===== config.mk =====
export PLATFORM = sky130hd
export DESIGN_NAME = lamp_guard
export DESIGN_NICKNAME = d
export VERILOG_FILES = /design/src/rtl/lamp_guard.sv
export SDC_FILE = /design/constraint.sdc
export NUM_CORES = 1
export LEC_CHECK = 0
export ABC_AREA = 1
export ABC_CLOCK_PERIOD_IN_PS = 2600
export CAP_MARGIN = 0
export CELL_PAD_IN_SITES_DETAIL_PLACEMENT = 1
export CELL_PAD_IN_SITES_GLOBAL_PLACEMENT = 2
export CORE_UTILIZATION = 37
export DETAILED_ROUTE_END_ITERATION = 8
export DONT_BUFFER_PORTS = 1
export GPL_TIMING_DRIVEN = 0
export MAX_ROUTING_LAYER = met4
export PLACE_DENSITY = 0.85
export SKIP_LAST_GASP = 1
export SYNTH_ARGS = -nofsm -noshare
export SYNTH_HDL_FRONTEND = slang
export SYNTH_SLANG_ARGS = --single-unit

===== constraint.sdc =====
create_clock -name clock -period 2.6 [get_ports clock]
set_input_delay 0.26 -clock clock [delete_from_list [all_inputs] [get_ports clock]]
set_output_delay 0.26 -clock clock [all_outputs]
set_load 0.03 [all_outputs]

===== src/rtl/lamp_guard.sv =====
// lamp_guard: registered lamp output stage with conflict watchdog, fault
// latch with flashing reds, and a timed lamp-test mode.
module lamp_guard #(
    parameter int unsigned CONFLICT_FILTER   = 2,
    parameter int unsigned LAMP_TEST_SECONDS = 3
) (
    input  logic       clock,
    input  logic       reset_sync,
    input  logic       enable_1Hz,
    input  logic [6:0] led_in,
    input  logic       lamp_test,
    input  logic       fault_clear,
    output logic [6:0] lamp,
    output logic       fault,
    output logic [2:0] fault_code
);

    localparam int unsigned CNT_W = 4;

    localparam logic [1:0] ST_RUN   = 2'd0;
    localparam logic [1:0] ST_TEST  = 2'd1;
    localparam logic [1:0] ST_FAULT = 2'd2;

    localparam logic [6:0] LAMP_REDS = 7'b1001000;
    localparam logic [6:0] LAMP_ALL  = 7'b1111111;

    localparam logic [CNT_W-1:0] FILT_LAST = CNT_W'(CONFLICT_FILTER - 1);
    localparam logic [CNT_W-1:0] TEST_END  = CNT_W'(LAMP_TEST_SECONDS);
    localparam logic [CNT_W-1:0] CNT_MAX   = {CNT_W{1'b1}};

    logic [1:0]       state, state_nx;
    logic [6:0]       lamp_nx;
    logic             fault_nx;
    logic [2:0]       code_nx;
    logic [CNT_W-1:0] filt_cnt, filt_nx;
    logic [CNT_W-1:0] test_cnt, test_nx;
    logic             flash_phase, flash_nx;
    logic             test_armed, armed_nx;

    logic c0, c1, c2, any_conflict, fault_hit;

    // True when exactly one of three aspect bits is lit.
    function automatic logic one_hot3(input logic [2:0] v);
        return (v[2] ^ v[1] ^ v[0]) & ~(v[2] & v[1] & v[0]);
    endfunction

    // Conflict terms decoded directly from the incoming FSM lamp bus.
    always_comb begin
        c0 = (led_in[5] | led_in[4]) & (led_in[2] | led_in[1]);
        c1 = led_in[0] & ~led_in[6];
        c2 = ~one_hot3(led_in[6:4]) | ~one_hot3(led_in[3:1]);
        any_conflict = c0 | c1 | c2;
        fault_hit = (state != ST_FAULT) && any_conflict && (filt_cnt >= FILT_LAST);
    end

    // Next-state and next-output decode; lamp follows the state being entered.
    always_comb begin
        state_nx = state;
        lamp_nx  = lamp;
        fault_nx = fault;
        code_nx  = fault_code;
        test_nx  = test_cnt;
        flash_nx = flash_phase;
        armed_nx = test_armed | ~lamp_test;
        if (any_conflict) begin
            filt_nx = (filt_cnt == CNT_MAX) ? filt_cnt : filt_cnt + CNT_W'(1);
        end else begin
            filt_nx = '0;
        end

        if (fault_hit) begin
            state_nx = ST_FAULT;
            fault_nx = 1'b1;
            code_nx  = {c2, c1, c0};
            flash_nx = 1'b1;
            lamp_nx  = LAMP_REDS;
        end else begin
            case (state)
                ST_RUN: begin
                    if (lamp_test && test_armed) begin
                        state_nx = ST_TEST;
                        test_nx  = '0;
                        armed_nx = 1'b0;
                        lamp_nx  = LAMP_ALL;
                    end else begin
                        lamp_nx = led_in;
                    end
                end
                ST_TEST: begin
                    lamp_nx = LAMP_ALL;
                    if (enable_1Hz) begin
                        if (test_cnt + CNT_W'(1) >= TEST_END) begin
                            state_nx = ST_RUN;
                            test_nx  = '0;
                            lamp_nx  = led_in;
                        end else begin
                            test_nx = test_cnt + CNT_W'(1);
                        end
                    end
                end
                ST_FAULT: begin
                    if (fault_clear && !any_conflict) begin
                        state_nx = ST_RUN;
                        fault_nx = 1'b0;
                        code_nx  = 3'b000;
                        filt_nx  = '0;
                        lamp_nx  = led_in;
                    end else begin
                        flash_nx = enable_1Hz ? ~flash_phase : flash_phase;
                        lamp_nx  = {flash_nx, 2'b00, flash_nx, 3'b000};
                    end
                end
                default: begin
                    state_nx = ST_RUN;
                    lamp_nx  = LAMP_REDS;
                end
            endcase
        end
    end

    // State and output registers with synchronous reset.
    always_ff @(posedge clock) begin
        if (reset_sync) begin
            state       <= ST_RUN;
            lamp        <= LAMP_REDS;
            fault       <= 1'b0;
            fault_code  <= 3'b000;
            filt_cnt    <= '0;
            test_cnt    <= '0;
            flash_phase <= 1'b1;
            test_armed  <= 1'b1;
        end else begin
            state       <= state_nx;
            lamp        <= lamp_nx;
            fault       <= fault_nx;
            fault_code  <= code_nx;
            filt_cnt    <= filt_nx;
            test_cnt    <= test_nx;
            flash_phase <= flash_nx;
            test_armed  <= armed_nx;
        end
    end

endmodule


# After elaboration in Yosys (flattened, before gate mapping)
# Cells that the tools add are included.
# totals
reg_bits,23
inputBits,12
out_inout_bits,11
word_cells,97
# classes
n_addsub,2
order_cmp,2
n_eq_ne,12
mux,30
bitwise_logic,27
reduce_logical,15
# op_table
op,n
4-bit 2-to-1 mux,8
7-bit 2-to-1 mux,4
7-bit one-hot mux with 3 select lines,1
3-bit != test (second input constant),4
4-bit AND reduction,3
2-bit 2-to-1 mux,5
2-bit != test (second input constant),5
3-bit 2-to-1 mux,3
1-bit inverter,9
4-bit by 1-bit adder with 4-bit output (second input constant),2
1-bit AND,8
4-bit one-hot mux with 2 select lines,1
1-bit 2-to-1 mux,7
1-bit bitwise OR,6
2-bit one-hot mux with 3 select lines,1
2-bit nonzero test,3
4-bit == test (second input constant),1
4-bit by 1-bit greater-or-equal comparator with 1-bit output (second input constant),1
4-bit by 2-bit greater-or-equal comparator with 1-bit output (second input constant),1
1-bit logical AND,4
2-bit AND reduction,2
1-bit bitwise XOR,4
2-bit by 1-bit == test with 1-bit output (second input constant),1
2-bit == test (second input constant),1
other kinds (3),3

# Logic depth before layout (Yosys ltp)
# logic_depth
depth_word,12
ltp_mapped,10
depth_no_buf,10

# Worst setup path before layout
# OpenSTA, ideal clock, no wires.
# synth_timing
kind,input-to-reg
startpoint,input port led_in[2]
endpoint,register lamp[3]
setup_ns,0.121
arrival_time_ns,1.322
required_ns,2.479
setup_slack_ns,1.158
stages,9
path_buffers,0
cell_sequence,ha_1 nand2_1 nand3_2 nor2_4 nand2_4 nand3_4 nand2_4 nor2_4 nand3_1
# synth_via
elab_chain_len,11
word_cells_on_any_way,19
classes_between,2 x mux; 12 x bitwise; 5 x reduce/logical
# synth_lines
element,line,source
start: declaration,10,"input logic [6:0] led_in,"
1-bit AND (2 in a row),44,return (v[2] ^ v[1] ^ v[0]) & ~(v[2] & v[1] & v[0]);
1-bit inverter,44,
1-bit AND,44,
1-bit inverter,51,c2 = ~one_hot3(led_in[6:4]) | ~one_hot3(led_in[3:1]);
1-bit bitwise OR,51,
1-bit bitwise OR (*),52,any_conflict = c0 | c1 | c2;
1-bit logical NOT,102,if (fault_clear && !any_conflict) begin
1-bit logical AND,102,
7-bit 2-to-1 mux,102,
7-bit one-hot mux with 3 select lines,78,case (state)
end signal: assignment,134,lamp <= lamp_nx;
end: declaration,13,"output logic [6:0] lamp,"
# Every way passes the cells marked *; elsewhere a longest branch is shown, timed or not.
# A chain may end at the register's enable or synchronous reset.

# Worst setup path in the final report
# layout_timing
startpoint,register test_cnt[0]
endpoint,register lamp[2]
# layout_via
elab_chain_len,5
# layout_lines
element,line,source
start: declaration,36,"logic [CNT_W-1:0] test_cnt, test_nx;"
start signal: assignment,138,test_cnt <= test_nx;
4-bit by 1-bit adder with 4-bit output,92,if (test_cnt + CNT_W'(1) >= TEST_END) begin
4-bit by 2-bit greater-or-equal comparator with 1-bit output,92,
7-bit 2-to-1 mux,92,
7-bit 2-to-1 mux,91,if (enable_1Hz) begin
7-bit one-hot mux with 3 select lines,78,
# No other way between the ends.

==> impl_metrics.ini <==
[grt]
grt_first_pass_wirelength_mm = 5.22
antenna_found_initial = 0
overflow = 0
grtUsageTotal_pct = 19.7
grt_pass1_vias = 1169
grt_max_degree = 14

[final_layout]
multi_input_area_um2 = 741
final-instance-count-excl-fill = 227
regArea_um2 = 460
final_nets = 201
drive_gt1_share_pct = 13.3
final_cell_mix = 28 x nand2_1, 25 x nor2_1, 23 x dfxtp_1
layout.cell_area.non_filler_mm2 = 0.00141
final_common_cell = nand2_1
antenna_cells = 0
syn_to_final_growth_pct = 7.22
utilization_pct = 42.0
nFillCells = 475

[pwr]
intPower_mw = 0.578
pwr-share-seq_pct = 51.0
p_leak_nw = 0.645
power_frac_comb_pct = 31.7
ir_drop_v = 0.000287
power.density_mw_per_mm2 = 711
clockPowerShare_pct = 17.3
p_sw_mw = 0.426
swShare_pct = 42.4

[placement]
dp_hpwl_mm = 2.53
portBuffers = 0
numPlacedInstances = 222
place_congestion = 0.715
place_area_mm2 = 0.00137

[clocking]
clock_sinks = 23
cts_hold_buf = 1
cts_root_buf = clkbuf_4
ctsResizeCount = 0
post_cts_buffers = 0
cts_buffer_depth = 2
clock_latency_ns = 0.32
numCtsBuffers = 3
clk_pin_slew_worst_paths_ns = 0.14
cts_tree = yes
cts.htree.levels = 1

[floorplan]
die_h_um = 61.6
initial_core_util_pct = 39.1
core-area_mm2 = 0.00336
fp.dieW_um = 61.6
fp-row-count = 21
design.die.area_mm2 = 0.00380
num_io_pins = 23

[synthesis]
ys_ff_latch = 23
synth_top_family_by_area = simple AND/OR/NAND/NOR gates
synth-compound-area-share_pct = 10.9
synth_fp_nets = 195
muxShareOfSynthArea_pct = 0
synth_fa_ha_area_share_pct = 6.65
yosysUniqueCellTypes = 24
avgSynthCellArea_um2 = 7.48
synth_simple_gate_area_share_pct = 36.7
synth_xor_area_share_pct = 2.00
ys_seq_area_share_pct = 35.0
synth_cells = 176
syn_area_mm2 = 0.00132
yosysWarnings = 0

[timing]
fmax_ghz = 0.622
rsz0062_at_grt = no
fin_crit_sh_pct = 61.9
layout_min_cycle_time_ns = 1.61
worst_pin_slew_ns = 0.613
skew_ns = 0.0108
final.setup.tns_ns = 0
slew_violations = 0
hold_viol_final = 0
setup_viol = 0
max_slew_margin_pct = 59.0
whs_ns = 0.159

[critical_path]
worstSetupStartpointType = register
cp-end-kind = register
worst-setup-path-type = register to register
worstPathMaxFanout = 10
cp_data_arrival_time_ns = 1.87
crit_required_ns = 2.86

[routing]
via_count = 1174
drtAntennaViolNets = 0
wl_per_cell_um = 14.1
drcViolationCount = 0
viasPerCell = 5.17
firstDrtPassIters = 4
routed_wl_mm = 3.20
drt_iter0_markers = 44

[run]
max_cap_viol_count = 0

[min_path]
worst_hold_path_type = input pin to register

[outcome]
outcome = completed
==> power groups by stage <==
stage | logic [mW] | clock network, mW | registers [mW]
2_1_floorplan | 0.251 | 0 | 0.512
3_3_place_gp | 0.300 | 0 | 0.519
3_5_place_dp | 0.321 | 0 | 0.522
4_1_cts | 0.323 | 0.189 | 0.513
5_1_grt | 0.363 | 0.202 | 0.520
6_report | 0.318 | 0.174 | 0.512
==> final timing paths <==
kind / end / start / cells past startpoint / slack (ns)
worst max-delay path: lamp[2] / test_cnt[0] / 9 / 0.99
worst min-delay path: lamp[1] / led_in[1] / 2 / 0.16
worst max register to register: lamp[2] / test_cnt[0] / 9 / 0.99
worst min register to register: test_cnt[3] / test_cnt[3] / 2 / 0.47
==> per-layer routing <==
metal	global-route usage (%)	vias up	part of all wire, %
met5	-	-	0
met4	3.81	0	0.78
met3	3.57	4	3.3
met2	35.5	19	53
met1	22.7	566	43
li1	-	585	-
==> worst max-delay path, cell delays in order, from the launching register on <==
cell     delay, ns
dfxtp_1       0.42
inv_1         0.07
ha_1          0.19
inv_1         0.05
nand2_1       0.05
nor2_1        0.17
nand3_2       0.24
nand3_1       0.16
nand2_1       0.07
a21oi_1       0.13
==> Yosys cell counts <==
cell type	count	area, µm²
nand2_1	28	105
nor2_1	25	93.8
dfxtp_1	23	460
inv_1	20	75.1
nand3_1	18	90.1
a21oi_1	15	75.1
o21ai_0	10	50.1
ha_1	7	87.6
nand2_4	3	33.8
nand3_2	3	30.0
nand4_1	3	18.8
nor2_2	3	18.8
xor2_1	3	26.3
inv_2	2	7.51
nand2_2	2	12.5
nor2_4	2	22.5
o21ai_1	2	10.0
a21oi_2	1	8.76
bufbuf_16	1	32.5
nand3_4	1	17.5
nand3b_1	1	7.51
nand4_4	1	21.3
nor3_1	1	5.00
or2_2	1	6.26
==> layout make-up <==
cell class / count / area share, %
buffer: 1 / 2.30
clock buffer: 3 / 1.60
clock inverter: 1 / 0.355
inverter: 22 / 5.85
multi-input combinational: 130 / 52.5
sequential: 23 / 32.6
tap: 46 / 4.08
timing repair buffer: 1 / 0.709
==> sequential cells by signal, summed over array words and instances, names as in the netlist <==
register / flops
fault: 1
flash_phase: 1
test_cnt: 4
test_armed: 1
state: 2
lamp: 7
filt_cnt: 4
fault_code: 3
==> stage by stage <==
step / setup slack (ns) / total power, mW
6_report: 0.991 / 1.00
5_1_grt: 0.807 / 1.08
4_1_cts: 0.977 / 1.03
3_5_place_dp: 0.991 / 0.843
3_3_place_gp: 1.02 / 0.819
2_1_floorplan: 1.16 / 0.763
==> cell families (layout without fill, tap and decap cells) <==
| logic type | count (synthesis) | count (layout) |
|---|---|---|
| flops | 23 | 23 |
| compound gates | 28 | 28 |
| simple gates | 92 | 92 |
| fa+ha+maj | 7 | 7 |
| xor+xnor | 3 | 3 |
| buf+inv | 23 | 28 |
No activity file was read; power rests on OpenSTA's default activity.
